## config.mk

```make
export PLATFORM = sky130hd
export DESIGN_NAME = srl_fifo_fwft_gen2
export DESIGN_NICKNAME = d
export VERILOG_FILES = /design/src/rtl/srl_fifo_fwft_gen2.sv
export SDC_FILE = /design/constraint.sdc
export NUM_CORES = 1
export LEC_CHECK = 0
export ABC_AREA = 1
export CAP_MARGIN = 5
export CORE_MARGIN = 3
export CORE_UTILIZATION = 45
export CTS_CLUSTER_SIZE = 20
export DETAILED_ROUTE_END_ITERATION = 10
export GPL_TIMING_DRIVEN = 0
export PLACE_DENSITY = 0.59
export SYNTH_ARGS = -nofsm -noshare
export SYNTH_HDL_FRONTEND = slang
export SYNTH_SLANG_ARGS = --single-unit
```

## constraint.sdc

```tcl
create_clock -name clk -period 21.4 [get_ports clk]
set_input_delay 4.28 -clock clk [delete_from_list [all_inputs] [get_ports clk]]
set_output_delay 4.28 -clock clk [all_outputs]
set_load 0.01 [all_outputs]
```

## src/rtl/srl_fifo_fwft_gen2.sv

```systemverilog
// srl_fifo_fwft_gen2
//   First-word-fall-through FIFO built on an SRL-style delay line. The design
//   adds an occupancy count, a programmable almost-full flag and clock-enable
//   qualified handshakes. An optional registered output stage can be enabled
//   for timing.
//
// Handshake semantics (both sides):
//   push = if_write & if_write_ce & if_full_n
//   pop  = if_read  & if_read_ce  & if_empty_n
//   A request made while its flag is low is dropped silently. There is no
//   error state. When a side's CE is low, that side is frozen and the other
//   side keeps working.
//
// Ports:
//   clk, reset_n          rising-edge clock, asynchronous active-low reset
//   if_write_ce/if_write  write-side enable / request, if_din write data
//   if_full_n             1 = space available (registered)
//   if_almost_full_n      0 = free slots <= AF_MARGIN (registered)
//   if_read_ce/if_read    read-side enable / pop request
//   if_dout, if_empty_n   head data, valid while if_empty_n = 1
//   count                 occupied entries 0..CAP; includes the output
//                         register when OUT_REG = 1
module srl_fifo_fwft_gen2 #(
  parameter int DATA_WIDTH = 32,
  parameter int ADDR_WIDTH = 4,
  parameter int DEPTH      = 16,
  parameter int OUT_REG    = 0,
  parameter int AF_MARGIN  = 2
) (
  input  logic                  clk,
  input  logic                  reset_n,
  input  logic                  if_write_ce,
  input  logic                  if_write,
  input  logic [DATA_WIDTH-1:0] if_din,
  output logic                  if_full_n,
  output logic                  if_almost_full_n,
  input  logic                  if_read_ce,
  input  logic                  if_read,
  output logic [DATA_WIDTH-1:0] if_dout,
  output logic                  if_empty_n,
  output logic [ADDR_WIDTH:0]   count
);

  localparam int CW = ADDR_WIDTH + 1;
  localparam logic [CW-1:0] CAP    = CW'(DEPTH + OUT_REG);
  localparam logic [CW-1:0] AF_LIM = CW'(AF_MARGIN);

  // The delay line has no reset, so synthesis can map it onto SRL primitives.
  logic [DATA_WIDTH-1:0] srl [DEPTH];

  logic [CW-1:0]         srl_cnt;
  logic [CW-1:0]         srl_cnt_next;
  logic [CW-1:0]         count_q;
  logic [CW-1:0]         count_next;
  logic [ADDR_WIDTH-1:0] rd_addr;
  logic [DATA_WIDTH-1:0] srl_head;
  logic                  full_n_q;
  logic                  af_n_q;
  logic                  push;
  logic                  pop;
  logic                  srl_rd;

  assign push = if_write & if_write_ce & full_n_q;
  assign pop  = if_read  & if_read_ce  & if_empty_n;

  // Newest word sits in slot 0, so the oldest word is at srl_cnt-1.
  assign rd_addr  = ADDR_WIDTH'(srl_cnt - CW'(1));
  assign srl_head = srl[rd_addr];

  assign srl_cnt_next = srl_cnt + CW'(push) - CW'(srl_rd);
  assign count_next   = count_q + CW'(push) - CW'(pop);

  always_ff @(posedge clk) begin
    if (push) begin
      srl[0] <= if_din;
      for (int i = 1; i < DEPTH; i++) begin
        srl[i] <= srl[i-1];
      end
    end
  end

  always_ff @(posedge clk or negedge reset_n) begin
    if (!reset_n) begin
      srl_cnt  <= '0;
      count_q  <= '0;
      full_n_q <= 1'b1;
      af_n_q   <= 1'b1;
    end else begin
      srl_cnt  <= srl_cnt_next;
      count_q  <= count_next;
      full_n_q <= (count_next != CAP);
      af_n_q   <= ((CAP - count_next) > AF_LIM);
    end
  end

  assign if_full_n        = full_n_q;
  assign if_almost_full_n = af_n_q;
  assign count            = count_q;

  if (OUT_REG != 0) begin : g_out_reg
    logic                  out_valid;
    logic [DATA_WIDTH-1:0] out_data;
    logic                  load;

    // Refill the output register whenever it is empty or being consumed.
    // A word pushed into an empty FIFO is never bypassed straight into it,
    // so it takes one extra cycle to reach the output.
    assign load = (!out_valid || pop) && (srl_cnt != '0);

    always_ff @(posedge clk or negedge reset_n) begin
      if (!reset_n) begin
        out_valid <= 1'b0;
        out_data  <= '0;
      end else if (load) begin
        out_valid <= 1'b1;
        out_data  <= srl_head;
      end else if (pop) begin
        out_valid <= 1'b0;
      end
    end

    assign srl_rd     = load;
    assign if_dout    = out_data;
    assign if_empty_n = out_valid;
  end else begin : g_show_ahead
    logic empty_n_q;

    always_ff @(posedge clk or negedge reset_n) begin
      if (!reset_n) begin
        empty_n_q <= 1'b0;
      end else begin
        empty_n_q <= (count_next != '0);
      end
    end

    assign srl_rd     = pop;
    assign if_dout    = srl_head;
    assign if_empty_n = empty_n_q;
  end

endmodule

```

==> results.md <==
- IO Port Bufs: 77
- Reg2reg end: if_almost_full_n
- Synth warn: 0
- CTS tree: yes
- WP data required: approximately 17 ns
- Wire length of the first global-routing pass: just over 80000 µm
- DP HPWL: 36000 µm
- Clock tree buffer depth: 3
- Peak supply drop: ~0.12 mV
- WL final: 53000 µm
- CTS clk-pin slew, worst paths: around 0.060 ns
- Die Y: around 230 µm
- Routed len/inst: approximately 18 µm
- Worst path arrival time: approximately 5.6 ns
- P_sw: 1.88 mW
- Reg-to-Reg Start: if_full_n
- Slew headroom: approximately 15%
- Worst R2R Setup Slack: 18.29 ns
- Final Max Slew Viols: 0
- Die Width: 230 µm
- Worst slew pin tran: between 1 and 1.5 ns
- Delay-heaviest family, CP: buffers and inverters
- Hold Startpoint: srl[1][11]
- PwrDens: ~170 nW/µm²
- CTS sink cnt: 524
- Switching share of power: between 40% and 50%
- CTS root buf: clkbuf_16
- Setup Crit Path Kind: reg2out
- Layout cell share with drive strength beyond 1: approximately 3.3%
- Hold Path End: srl[2][11]
- Reg power frac: a little under a third
- Grt total ovfl: 0
- Final ANT Viol Nets: 0
- Fmax: approximately 100 MHz
- Worst path slowest cell: clkbuf_1
- Clk_skew: ~0.011 ns
- Routability cong.: around 0.8
- Worst skew pair latency: slightly below 0.6 ns
- Mapped Area: about 22000 µm²
- Fin crit share: 46.3%
- Minimum clock period: slightly below 10 ns
- Worst path most repeated cell: clkbuf_1
- Post-synthesis net count: about 2.2k
- Hold_buf cts: 0
- Syn_area_per_cell: around 10 µm²
- Worst Path Buf+Inv: 8
- RSZ-0062 raised after global routing: false
- Vias in the first global route: 14.3k
- Largest net degree at the start of global routing: between 100 and 150
- H-Tree Depth: 2
- Fin util: 52.6%
- Post-synth cell types: 22
- Total GRT Usage: roughly 20%
- Filler cells: between 4k and 5k
- Most common cell after layout, fill and taps aside: nand2_1
- Worst Hold Class: reg2reg
- Clock power frac: between 20 and 25%
- Hold path cells: 0
- Max stage delay on crit path: roughly 0.84 ns
- Rows: between 80 and 90
- Max_cap viols: 0
- Outcome: complete, no violations
- CTS buffer count: 54
- Drc violations: 0
- Postcts setup bufs: 0
- Seq cells post-synth: 524
- Initial antenna violation count: 0
- Worst Setup End Kind: primary output
- Reg2Reg Depth: 13
- Startpoint Class: flop
- Setup violators final: 0
- I/O pin cnt: just under 80
- Leak pwr: between 10 and 15 nW
- Leading cell types in the layout, fill and taps excluded: nand2_1, edfxtp_1, inv_1
- Combinational share of power: 47.9%
- Seq/Total Area, Yosys: around 70%
- Crit-path cells: buf_2 > clkinv_1 > clkbuf_1 > clkbuf_1 > ha_1 > inv_1 > clkbuf_1 > clkbuf_1 > nand3_1 > nand3_1 > nand3_1 > nand2_1 > clkdlybuf4s50_1
- Area Overhead vs Synth: 14.9%
- Hold Vio Cnt, Final: 0
- Mapped Cells: between 2k and 2.5k
- P_int: ~2.5 mW
- Pre-Repair DR Iteration Count: 8
- Levels on crit path: 13
- Die footprint: 52700 µm²
- Core Area: 49200 µm²
- Initial DRC count: 1306
- Routed vias: between 10k and 15k
- Post-CTS Resized: 0
- Worst-path maximum fanout: 10
- Vias per cell: between 4 and 5
- Layout Nets: roughly 2.3k
- Ant diodes: 0
- Fin Setup TNS: 0 ns
- Effective utilization at floorplan: between 40% and 50%
- Worst hold slack: approximately 0.44 ns
==> Yosys cell counts <==
cell	number	area share, %
a21oi_1	4	0.089
and3_1	1	0.028
buf_1	13	0.22
buf_2	2	0.045
clkbuf_1	88	1.5
clkinv_1	1	0.017
dfrtp_1	10	1.1
dfstp_2	2	0.23
edfxtp_1	512	68
fa_1	2	0.18
ha_1	15	0.83
inv_1	406	6.8
nand2_1	682	11
nand3_1	390	8.7
nand4_1	1	0.028
nor2_1	2	0.033
nor3_1	1	0.022
o21ai_0	1	0.022
o21bai_1	1	0.033
xnor2_1	3	0.12
xor2_1	6	0.23
xor2_2	1	0.072
==> routing by layer <==
metal | vias up | GRT usage [%] | routed length, µm
met2 | 414 | 32.0 | 24800
li1 | 7193 | - | -
met1 | 6772 | 27.7 | 23500
met3 | 82 | 3.79 | 3270
met5 | - | 0 | 0
met4 | 0 | 6.49 | 1520
==> cells by family after synthesis <==
family	after synthesis	synth area share, %
xor+xnor	10	0.423
buf+inv	510	8.52
fa+ha+maj	17	1.01
simple gates	1077	20.2
compound gates	6	0.145
flops	524	69.7
==> power by group through the flow <==
stage          combinational (mW)  clock (mW)  sequential (mW)
2_1_floorplan                1.16           0             1.46
3_3_place_gp                 2.09           0             1.50
3_5_place_dp                 2.11           0             1.41
4_1_cts                      2.13       0.922             1.39
5_1_grt                      2.30       0.960             1.41
6_report                     2.11       0.901             1.39
==> how the worst max path moves through the flow <==
stage / startpoint / to / slack [ns]
after detailed placement: srl_cnt[0] / if_dout[3] / 12.21
final: srl_cnt[0] / if_dout[7] / 11.50
after CTS: srl_cnt[0] / if_dout[3] / 11.54
after global routing: srl_cnt[0] / if_dout[1] / 11.36
after floorplan: if_write / srl[0][0] / 6.29
after global placement: if_write / srl[15][9] / 1.71
==> through the flow <==
stage	setup WS (ns)	cells	area [µm²]	power (mW)
6_report	11.50	2986	25800	4.40
4_1_cts	11.54	2986	25800	4.44
3_3_place_gp	1.71	2885	24100	3.59
5_1_grt	11.36	2986	25800	4.67
3_5_place_dp	12.21	2888	24200	3.53
2_1_floorplan	6.29	2144	22500	2.62
==> registers in the layout, indices dropped and copies added, names as in the netlist <==
name and count:
count 5, srl_cnt 4, if_empty_n 1, srl 512, if_almost_full_n 1, if_full_n 1
==> layout make-up <==
type	count	area, µm²	share of cell area, %
clock buffers	67	1420	5.50
plain buffers	103	389	1.51
multi-input cells	1110	4890	18.9
repair buffers	80	853	3.30
well taps	664	831	3.22
inverters	407	1540	5.94
flip-flops and latches	524	15700	60.7
clock inverters	31	236	0.915
No activity file was read; power rests on OpenSTA's default activity.
